### config.mk
export PLATFORM = sky130hd
export DESIGN_NAME = booth_div
export DESIGN_NICKNAME = d
export VERILOG_FILES = /design/src/rtl/booth_div.sv
export SDC_FILE = /design/constraint.sdc
export NUM_CORES = 1
export LEC_CHECK = 0
export ABC_AREA = 1
export CORE_MARGIN = 2
export CORE_UTILIZATION = 31
export CTS_CLUSTER_DIAMETER = 60
export DETAILED_ROUTE_END_ITERATION = 10
export GPL_ROUTABILITY_DRIVEN = 0
export PLACE_DENSITY_LB_ADDON = 0.12
export SLEW_MARGIN = 20
export SYNTH_ARGS = -nofsm -noshare
export SYNTH_HDL_FRONTEND = slang
export SYNTH_SLANG_ARGS = --single-unit
### constraint.sdc
create_clock -name clk -period 3.7 [get_ports clk]
set_input_delay 1.11 -clock clk [delete_from_list [all_inputs] [get_ports clk]]
set_output_delay 1.11 -clock clk [all_outputs]
set_load 0.01 [all_outputs]
### src/rtl/booth_div.sv
// Sequential signed divider: non-restoring division on operand magnitudes,
// one WIDTH+1-bit add/subtract per clock, then remainder correction and sign fix-up.
module booth_div #(
    parameter int WIDTH = 16
) (
    input  logic             clk,
    input  logic             rst,
    input  logic             start,
    input  logic [WIDTH-1:0] dividend_in,
    input  logic [WIDTH-1:0] divisor_in,
    output logic [WIDTH-1:0] quotient,
    output logic [WIDTH-1:0] remainder,
    output logic             busy,
    output logic             done,
    output logic             div_zero,
    output logic             ovf
);

    typedef enum logic [2:0] {IDLE, PREP, ITER, CORR, SIGN} state_t;

    localparam int CW = $clog2(WIDTH + 1);
    localparam logic [WIDTH-1:0] MOST_NEG = {1'b1, {(WIDTH-1){1'b0}}};

    state_t           state_q, state_d;
    logic [WIDTH-1:0] dvd_q, dvd_d;
    logic [WIDTH-1:0] dvs_q, dvs_d;
    logic [WIDTH-1:0] q_q, q_d;
    logic [WIDTH:0]   p_q, p_d;
    logic [WIDTH:0]   d_mag_q, d_mag_d;
    logic [CW-1:0]    cnt_q, cnt_d;
    logic             quo_neg_q, quo_neg_d;
    logic             rem_neg_q, rem_neg_d;
    logic [WIDTH-1:0] quo_q, quo_d;
    logic [WIDTH-1:0] rem_q, rem_d;
    logic             busy_q, busy_d;
    logic             done_q, done_d;
    logic             dz_q, dz_d;
    logic             ovf_q, ovf_d;

    logic [WIDTH:0]   p_shift;
    logic [WIDTH:0]   p_step;
    logic [WIDTH-1:0] q_signed;
    logic [WIDTH-1:0] r_signed;
    logic             is_zero;
    logic             is_ovf;

    always_comb begin
        state_d   = state_q;
        dvd_d     = dvd_q;
        dvs_d     = dvs_q;
        q_d       = q_q;
        p_d       = p_q;
        d_mag_d   = d_mag_q;
        cnt_d     = cnt_q;
        quo_neg_d = quo_neg_q;
        rem_neg_d = rem_neg_q;
        quo_d     = quo_q;
        rem_d     = rem_q;
        busy_d    = busy_q;
        done_d    = 1'b0;
        dz_d      = dz_q;
        ovf_d     = ovf_q;

        // Shift {P,Q} left; add or subtract |D| depending on the sign of the old P.
        p_shift  = {p_q[WIDTH-1:0], q_q[WIDTH-1]};
        p_step   = p_q[WIDTH] ? (p_shift + d_mag_q) : (p_shift - d_mag_q);
        q_signed = quo_neg_q ? (WIDTH'(0) - q_q) : q_q;
        r_signed = rem_neg_q ? (WIDTH'(0) - p_q[WIDTH-1:0]) : p_q[WIDTH-1:0];
        is_zero  = (dvs_q == '0);
        is_ovf   = (dvd_q == MOST_NEG) && (dvs_q == '1);

        case (state_q)
            IDLE: begin
                if (start) begin
                    dvd_d   = dividend_in;
                    dvs_d   = divisor_in;
                    busy_d  = 1'b1;
                    state_d = PREP;
                end
            end
            PREP: begin
                quo_neg_d = dvd_q[WIDTH-1] ^ dvs_q[WIDTH-1];
                rem_neg_d = dvd_q[WIDTH-1];
                // Unsigned WIDTH-bit magnitude: the most negative value maps to 2^(WIDTH-1).
                q_d       = dvd_q[WIDTH-1] ? (WIDTH'(0) - dvd_q) : dvd_q;
                d_mag_d   = {1'b0, (dvs_q[WIDTH-1] ? (WIDTH'(0) - dvs_q) : dvs_q)};
                p_d       = '0;
                cnt_d     = '0;
                state_d   = ITER;
            end
            ITER: begin
                p_d   = p_step;
                q_d   = {q_q[WIDTH-2:0], ~p_step[WIDTH]};
                cnt_d = cnt_q + CW'(1);
                if (cnt_q == CW'(WIDTH - 1)) begin
                    state_d = CORR;
                end
            end
            CORR: begin
                if (p_q[WIDTH]) begin
                    p_d = p_q + d_mag_q;
                end
                state_d = SIGN;
            end
            SIGN: begin
                if (is_zero) begin
                    quo_d = '1;
                    rem_d = dvd_q;
                    dz_d  = 1'b1;
                    ovf_d = 1'b0;
                end else if (is_ovf) begin
                    quo_d = MOST_NEG;
                    rem_d = '0;
                    dz_d  = 1'b0;
                    ovf_d = 1'b1;
                end else begin
                    quo_d = q_signed;
                    rem_d = r_signed;
                    dz_d  = 1'b0;
                    ovf_d = 1'b0;
                end
                busy_d  = 1'b0;
                done_d  = 1'b1;
                state_d = IDLE;
            end
            default: begin
                state_d = IDLE;
            end
        endcase
    end

    always_ff @(posedge clk) begin
        if (rst) begin
            state_q   <= IDLE;
            dvd_q     <= '0;
            dvs_q     <= '0;
            q_q       <= '0;
            p_q       <= '0;
            d_mag_q   <= '0;
            cnt_q     <= '0;
            quo_neg_q <= 1'b0;
            rem_neg_q <= 1'b0;
            quo_q     <= '0;
            rem_q     <= '0;
            busy_q    <= 1'b0;
            done_q    <= 1'b0;
            dz_q      <= 1'b0;
            ovf_q     <= 1'b0;
        end else begin
            state_q   <= state_d;
            dvd_q     <= dvd_d;
            dvs_q     <= dvs_d;
            q_q       <= q_d;
            p_q       <= p_d;
            d_mag_q   <= d_mag_d;
            cnt_q     <= cnt_d;
            quo_neg_q <= quo_neg_d;
            rem_neg_q <= rem_neg_d;
            quo_q     <= quo_d;
            rem_q     <= rem_d;
            busy_q    <= busy_d;
            done_q    <= done_d;
            dz_q      <= dz_d;
            ovf_q     <= ovf_d;
        end
    end

    assign quotient  = quo_q;
    assign remainder = rem_q;
    assign busy      = busy_q;
    assign done      = done_q;
    assign div_zero  = dz_q;
    assign ovf       = ovf_q;

endmodule

-- Word level (Yosys, flattened, before mapping)
Index checks and enable logic that the tools add are counted.
- add/subtract/negate cells: 8
- eq/ne operators: 10
- multiplexer cells: 22
- bitwise logic cells: 2
- reductions and logical operators: 10
- operator list (kind ; count):
    16-bit two-way mux ; 8
    1-bit by 16-bit subtractor with 16-bit output, first input constant ; 4
    17-bit one-hot mux with 3 select lines ; 1
    17-bit by 16-bit adder with 17-bit output ; 2
    17-bit two-way mux ; 2
    16-bit == test, second input constant ; 2
    16-bit one-hot mux with 2 select lines ; 1
    17-bit by 16-bit subtractor with 17-bit output ; 1
    16-bit logical NOT ; 1
    3-bit one-hot mux with 4 select lines ; 1
    5-bit one-hot mux with 2 select lines ; 1
    2-bit AND reduction ; 4
    3-bit by 2-bit == test with 1-bit output, second input constant ; 2
    3-bit two-way mux ; 2
    2-bit inequality test, second input constant ; 3
    5-bit by 1-bit adder with 5-bit output, second input constant ; 1
    5-bit by 4-bit == test with 1-bit output, second input constant ; 1
    1-bit two-way mux ; 5
    2-bit nonzero test ; 2
    3-bit by 1-bit == test with 1-bit output, second input constant ; 1
    3-bit == test, second input constant ; 1
    3-bit logical NOT ; 1
    3-bit nonzero test ; 1
    1-bit one-hot mux with 2 select lines ; 1
    other kinds (3) ; 3
- register bits: 127
- bits of input ports: 35
- output and inout bits: 36
- word-level logic and storage cells: 68

-- Depth between registers and ports, before layout
Gate-level depths: netlist of the first run.
- depth after elaboration: 4
- gate-level depth with buffers: 25
- gate-level depth less buffers: 25

-- Least setup slack after synthesis of the first run
OpenSTA, ideal clock, no wires.
- kind: register to register
- from: reg d_mag_q[0]
- to: reg p_q[16]
- library setup time: 0.110 ns
- arrival time: 2.293 ns
- data required time: 3.590 ns
- slack: 1.297 ns
- stages on the path, launching flop included: 21
- path buffers: 0
- clock period less this slack: 2.403 ns
- cell sequence: dfxtp_1 > nor2_1 > nand2_1 > nor3_1 > nand3_1 > nor2_1 > nand2_1 > nor2_1 > nand2_1 > nand3_1 > nand2_1 > ha_1 > nand2_1 > nor3_1 > nand2_1 > nand2_1 > nand2_1 > nand3_1 > nand3_1 > nand2_1 > inv_1
- longest elaborated chain between the ends: 3
- elaborated cells between the ends (all ways): 6
- those cells by class: 3 x add/sub; 3 x mux
- RTL lines (element ; RTL line ; source):
    start, declared ; 29 ; logic [WIDTH:0] d_mag_q, d_mag_d;
    start signal, assigned ; 155 ; d_mag_q <= d_mag_d;
    17-bit by 16-bit adder with 17-bit output, or another cell as far along ; 101 ; p_d = p_q + d_mag_q;
    17-bit two-way mux (on tied branches) ; 100, 66 ;
    17-bit one-hot mux with 3 select lines (*) ; 72 ; case (state_q)
    end signal, assigned ; 154 ; p_q <= p_d;
    end, declared ; 28 ; logic [WIDTH:0] p_q, p_d;
Every way passes the cells marked *; elsewhere a longest branch is shown, timed or not. The select of a mux whose other input is x is not followed.
A chain may end at the register's enable or synchronous reset.

-- Final worst setup path of the first run
- from: reg d_mag_q[1]
- to: reg p_q[15]
Same word-level chain as after synthesis.

==> metrics.cfg, run 1 <==
[yosys]
synth_nets = 1465
yosys_warnings = 0
avgSynthCellArea_um2 = 6.289
syn_inst = 1385
synth_most_common_cell = nand2_1
synth_edf_count = 0
ys_types = 46
seq_area_frac_synth_pct = 29.19
synth-seq-cells = 127
synth_area_um2 = 8710
synth.top_cells.by_area = dfxtp_1 29%, nand2_1 17%, inv_1 8.1%
yosys.area.top_type = dfxtp_1
ys.flop_type = dfxtp_1
synth_common_cells = 386 x nand2_1, 187 x inv_1, 127 x dfxtp_1
synth_top_area_share_pct = 29.19
async_flop_share_pct = 0

[die]
ios = 71
dieArea_um2 = 29450
dieWidth_um = 171.6
start_util_pct = 31.44
die_y_um = 171.6
core-area_um2 = 27710
rows = 61

[cells_and_area]
seq_area_um2 = 2542
multi_input_area_um2 = 5210
fin_nets = 1514
diodes = 0
fillCellCount = 3060
area_delta_synth_final_pct = 18.70
fin_cells = 1825
fin_area_um2 = 10340
drive_gt1_share_pct = 5.390

[placed_design]
numPortBuffers = 70
hpwl_um = 21980
dp_cells = 1793
placedInstanceArea_um2 = 9739

[job]
maxCapViolations = 0

[sta]
hold_violations = 0
max-slew-margin-rel_pct = 49.44
max_freq_mhz = 354.3
fin_skew_ps = 21.76
final_max_slew_viol_count = 0
worstMarginPinSlew_ps = 753.7
fin_tns_setup_ps = 0
period_minus_slack_ps = 2822
period_share_pct = 76.28
grt_setup_unrepaired = no
holdWs_ps = 462.4
setup_violations = 0

[worst_hold_path]
hp-class = reg2reg

[routing]
antenna_left = 0
vias = 8767
routed_via_density = 4.804
wl_per_cell_um = 15.80
drtIter0Drc = 519
drt-pass1-iter-count = 5
finalWirelength_um = 28830
route.detailed.drc = 0

[worst_setup_path]
worst_ep_arrival_time_ps = 3150
cp_max_fo = 6
critPathMostFrequentCell = nand3_1
critPathLaunchType = register
crit_path_cell_trace = inv_1, ha_1, nand2_1, nor2_1, a31oi_1, a21oi_1, xor2_1, ha_1, a21oi_1, o21ai_0, nor2_1, nand3_1, nand3_1, nand3_1, nand2_1, inv_1
critPathRequiredTime_ps = 4030
max_stage_delay_ps = 350
crit_path_top_delay_cell = dfxtp_1
crit_type = reg2reg
endpoint_kind = register

[clocking]
post_cts_resized = 0
postCtsSetupBuffers = 0
clk_pin_slew_ps = 60
worst_skew_pair.late_latency_ps = 440
htree_levels = 4
cts_sinks = 127
clk_path_buf_depth = 2
root_buffer = clkbuf_16
cts-buffers-inserted = 17
cts_tree = done
hold_buffers = 0

[power]
p_leak_uw = 0.004757
ir_worst_vdd_v = 0.0002312
power.density_nw_per_um2 = 582.3

[grt]
track_usage_pct = 19.89
grt_max_degree = 66
use_met2_pct = 31.24
top_usage_layer = met2
grt_overflow = 0
antenna_found_initial = 0
grtUsageMet1_pct = 27.74
grt_pass1_vias = 8099
grt_pass1_wl_um = 44950
use_met3_pct = 4.004

[run_status]
status = finished, final reports clean

==> sequential cells by signal, indices dropped and copies added, names as in the netlist <==
register / cells
q_q: 16
busy: 1
done: 1
remainder: 16
dvd_q: 16
rem_neg_q: 1
div_zero: 1
ovf: 1
cnt_q: 5
quo_neg_q: 1
quotient: 16
p_q: 17
dvs_q: 16
state_q: 3
d_mag_q: 16
==> path summary, 6_finish.rpt <==
check | start | to | slack (ps) | depth (start not counted)
worst max-delay path | d_mag_q[1] | p_q[15] | 880 | 16
worst min-delay path | busy | busy | 460 | 2
worst max register to register | d_mag_q[1] | p_q[15] | 880 | 16
worst min register to register | busy | busy | 460 | 2
==> stage by stage <==
stage          utilization [%]  setup WS (ps)  power (µW)
2_1_floorplan                -           1297        3599
3_3_place_gp             35.15          883.3        4300
3_5_place_dp             35.15          886.8        4283
4_1_cts                  37.32          864.9        6035
5_1_grt                  37.32          496.5        6471
6_report                 37.32          877.5        6021
==> worst max-delay path, delay by kind of cell, from the launching register on <==
| family | cells | cell delay [ps] |
|---|---|---|
| and+or+nand+nor | 7 | 860 |
| AOI/OAI and AO/OA | 4 | 680 |
| adders and majority gates | 2 | 490 |
| DFF | 1 | 350 |
| xor gates and xnor gates | 1 | 210 |
| buffers and inverters | 2 | 140 |
==> layer usage <==
| layer | part of all wire, % | vias up |
|---|---|---|
| li1 | - | 4586 |
| met1 | 49 | 3958 |
| met2 | 44 | 196 |
| met3 | 5.4 | 27 |
| met4 | 1.5 | 0 |
| met5 | 0 | - |
==> cell families (layout without fill, tap and decap cells) <==
| group | count (synthesis) | count (layout) | share of synthesized area (%) |
|---|---|---|---|
| AND/OR/NAND/NOR | 662 | 662 | 32.77 |
| AO/OA/AOI/OAI | 265 | 265 | 16.26 |
| buffers and inverters | 246 | 308 | 11.12 |
| flip-flops | 127 | 127 | 29.19 |
| adder cells (fa/ha/maj) | 45 | 45 | 6.637 |
| XOR/XNOR | 40 | 40 | 4.022 |
==> report_power, final <==
part / internal [µW] / total (µW) / switching, µW / leakage, µW
clock: 1050 / 1730 / 684 / 0.000289
combinational: 865 / 2520 / 1660 / 0.00343
sequential: 1520 / 1760 / 245 / 0.00104
==> layout by cell type, fill, tap and decap left out, drive strengths merged, types with 3 or more instances in the layout <==
cell type	count
nand2	389
inv	199
dfxtp	127
a21oi	113
nor2	111
o21ai	111
nand3	107
clkdlybuf4s50	69
ha	43
xor2	33
clkbuf	20
nor3	20
nand3b	14
nand4	12
a31oi	11
o22ai	11
buf	9
xnor2	7
clkinv	6
or2	4
o221ai	4
o211ai	4
o21bai	3
nor4	3
clkinvlp	3
==> cell type report <==
class | instances | share of cell area, %
Timing Repair Buffer | 78 | 7.431
Clock inverter | 12 | 1.283
Clock buffer | 20 | 4.514
Multi-Input combinational cell | 1012 | 50.39
Tap cell | 378 | 4.575
Sequential cell | 127 | 24.59
Inverter | 198 | 7.213
Power figures use the tool's default switching activity.
==> run 2, diff against run 1 <==
Clock period 3.7 ns to 2.6 ns, I/O delays scaled along.
==> metrics.cfg, run 2 (same netlist as run 1, synthesis figures left out) <==
[worst_setup_path]
r2r_cells = 18  ; +2
crit_path_cell_trace = buf_4, inv_1, ha_2, nand2_4, nor2_4, a31oi_2, a21oi_2, xor2_1, ha_1, buf_4, nand4_1, nor2_1, nor2_1, nand3_1, nand3_2, nand3_2, nand2_1, inv_1
reg2reg_from = d_mag_q[0]
crit_type = reg2reg
critPathLaunchType = register
reg2reg_slack_ps = -20  ; -900 ps
critPathRequiredTime_ps = 2930  ; -1100 ps
worst_ep_arrival_time_ps = 2950  ; -200 ps
r2r_end = p_q[15]
cp_max_fo = 4  ; -2
endpoint_kind = register
max_stage_delay_ps = 310  ; -40 ps
crit_path_top_delay_cell = dfxtp_2

[clocking]
cts_sinks = 127  ; unchanged
root_buffer = clkbuf_16
clk_path_buf_depth = 2  ; unchanged
cts-buffers-inserted = 17  ; unchanged
worst_skew_pair.late_latency_ps = 430  ; about the same
htree_levels = 4  ; unchanged
cts_tree = done
clk_pin_slew_ps = 60  ; about the same
hold_buffers = 0  ; unchanged

[cells_and_area]
final_cell_mix = 374 x nand2_1, 185 x inv_1, 126 x dfxtp_1
fin_cells = 1867  ; +2.3%
area_delta_synth_final_pct = 25.47
drive_gt1_share_pct = 11.15  ; +5.8 points
final_common_cell = nand2_1
post-route-util_pct = 39.44  ; +2.1 points
regMostFlops = p_q
diodes = 0  ; unchanged
largest_reg_flops = 17  ; unchanged
fin_nets = 1557  ; +2.8%

[grt]
track_usage_pct = 20.10  ; +0.21 points
grt_max_degree = 66  ; unchanged
grt_pass1_wl_um = 45450  ; +1.1%
grt_overflow = 0  ; unchanged
grt_pass1_vias = 8216  ; +1.4%
antenna_found_initial = 0  ; unchanged

[placed_design]
dp_cells = 1834  ; +2.3%
hpwl_um = 22460  ; +2.2%
numPortBuffers = 70  ; unchanged

[routing]
vias = 8954  ; +2.1%
finalWirelength_um = 29420  ; +2.1%
drtIter0Drc = 551  ; +6.2%
wl_per_cell_um = 15.76  ; -0.25%
drt-pass1-iter-count = 5  ; unchanged
route.detailed.drc = 0  ; unchanged
routed_via_density = 4.796  ; -0.16%
antenna_left = 0  ; unchanged

[die]
dieArea_um2 = 29450  ; unchanged
start_util_pct = 31.44  ; unchanged
ios = 71  ; unchanged
rows = 61  ; unchanged
core-area_um2 = 27710  ; unchanged
dieWidth_um = 171.6  ; unchanged
die_y_um = 171.6  ; unchanged

[sta]
max_freq_mhz = 381.6  ; +7.7%
worst_slack_ps = -20.80  ; -898.3 ps
hold_violations = 0  ; unchanged
worstMarginPinSlew_ps = 756.9  ; +3.187 ps
fin_skew_ps = 9.096  ; -12.67 ps
setup_violations = 1  ; +1
max-slew-margin-rel_pct = 49.49  ; about the same
final_max_slew_viol_count = 0  ; unchanged
period_minus_slack_ps = 2621  ; -201.7 ps
grt_setup_unrepaired = yes
period_share_pct = 100.8  ; +25 points

[power]
power.density_nw_per_um2 = 860.1  ; +48%
p_leak_uw = 0.005021  ; +5.6%
ir_worst_vdd_v = 0.0003325  ; +44%

[job]
maxCapViolations = 0  ; unchanged

[worst_hold_path]
hp-class = reg2reg
hold_end = div_zero
min_from = div_zero
min_path_cells = 2  ; unchanged

[run_status]
status = finished, violations left
violations = setup timing

-- run 2: repair_timing --
action / in CTS / in global routing
setup buffers: 0 / 2
endpoints found under the setup margin: 7 / 12
pin swaps: 6 / 14
cloned: 0 / 0
gates resized for setup: 14 / 37
-- run 2: worst max path at each step --
stage	slack (ps)	cells after the start	startpoint	to
after floorplan	200	20	d_mag_q[0]	p_q[16]
after global placement	-130	21	d_mag_q[0]	p_q[15]
after detailed placement	-160	21	d_mag_q[0]	p_q[15]
after CTS	-30	21	d_mag_q[0]	p_q[15]
after global routing	-230	22	d_mag_q[0]	q_q[0]
final	-20	18	d_mag_q[0]	p_q[15]
-- run 2: per-layer routing --
layer,wire (µm),global-route usage (%)
met5,0,0
met4,524,5.601
met3,1464,3.889
met2,12680,30.68
met1,14750,28.66
-- run 2: final cells by class --
| type | count | area, µm² |
|---|---|---|
| clock inverter | 11 | 128.9 |
| tap | 378 | 473.0 |
| sequential | 127 | 2544 |
| multi-input combinational | 1012 | 5454 |
| timing repair buffer | 121 | 1116 |
| clock buffer | 20 | 466.7 |
| fill | 2994 | 16780 |
| inverter | 198 | 745.7 |
-- run 2: where the power goes --
group,internal [µW],switching [µW],leakage (µW),total (µW)
combinational,1740,2710,0.00370,4450
clock,1490,991,0.000290,2480
sequential,2160,298,0.00104,2460
-- run 2: worst max-delay path, delay by kind of cell (launching register included) --
kind / cells / cell delay, ps
xor gates and xnor gates: 1 / 180
and+or+nand+nor: 9 / 900
AOI/OAI and AO/OA: 2 / 270
adders and majority gates: 2 / 510
buffers and inverters: 4 / 370
DFF: 1 / 310
-- run 2: stage by stage --
| step | setup slack (ps) | cell area (µm²) | TNS (ps) | power, µW | hold WS [ps] |
|---|---|---|---|---|---|
| CTS | -28.55 | 10740 | -40.63 | 9104 | 466.9 |
| global placement | -134.0 | 10070 | -455.3 | 6505 | 452.5 |
| detailed placement | -157.8 | 10070 | -637.0 | 6490 | 456.9 |
| finish | -20.80 | 10930 | -20.80 | 9399 | 465.2 |
| global route | -229.7 | 10930 | -1237 | 10090 | 503.3 |
| floorplan | 197.1 | 8710 | 0 | 5122 | 436.8 |
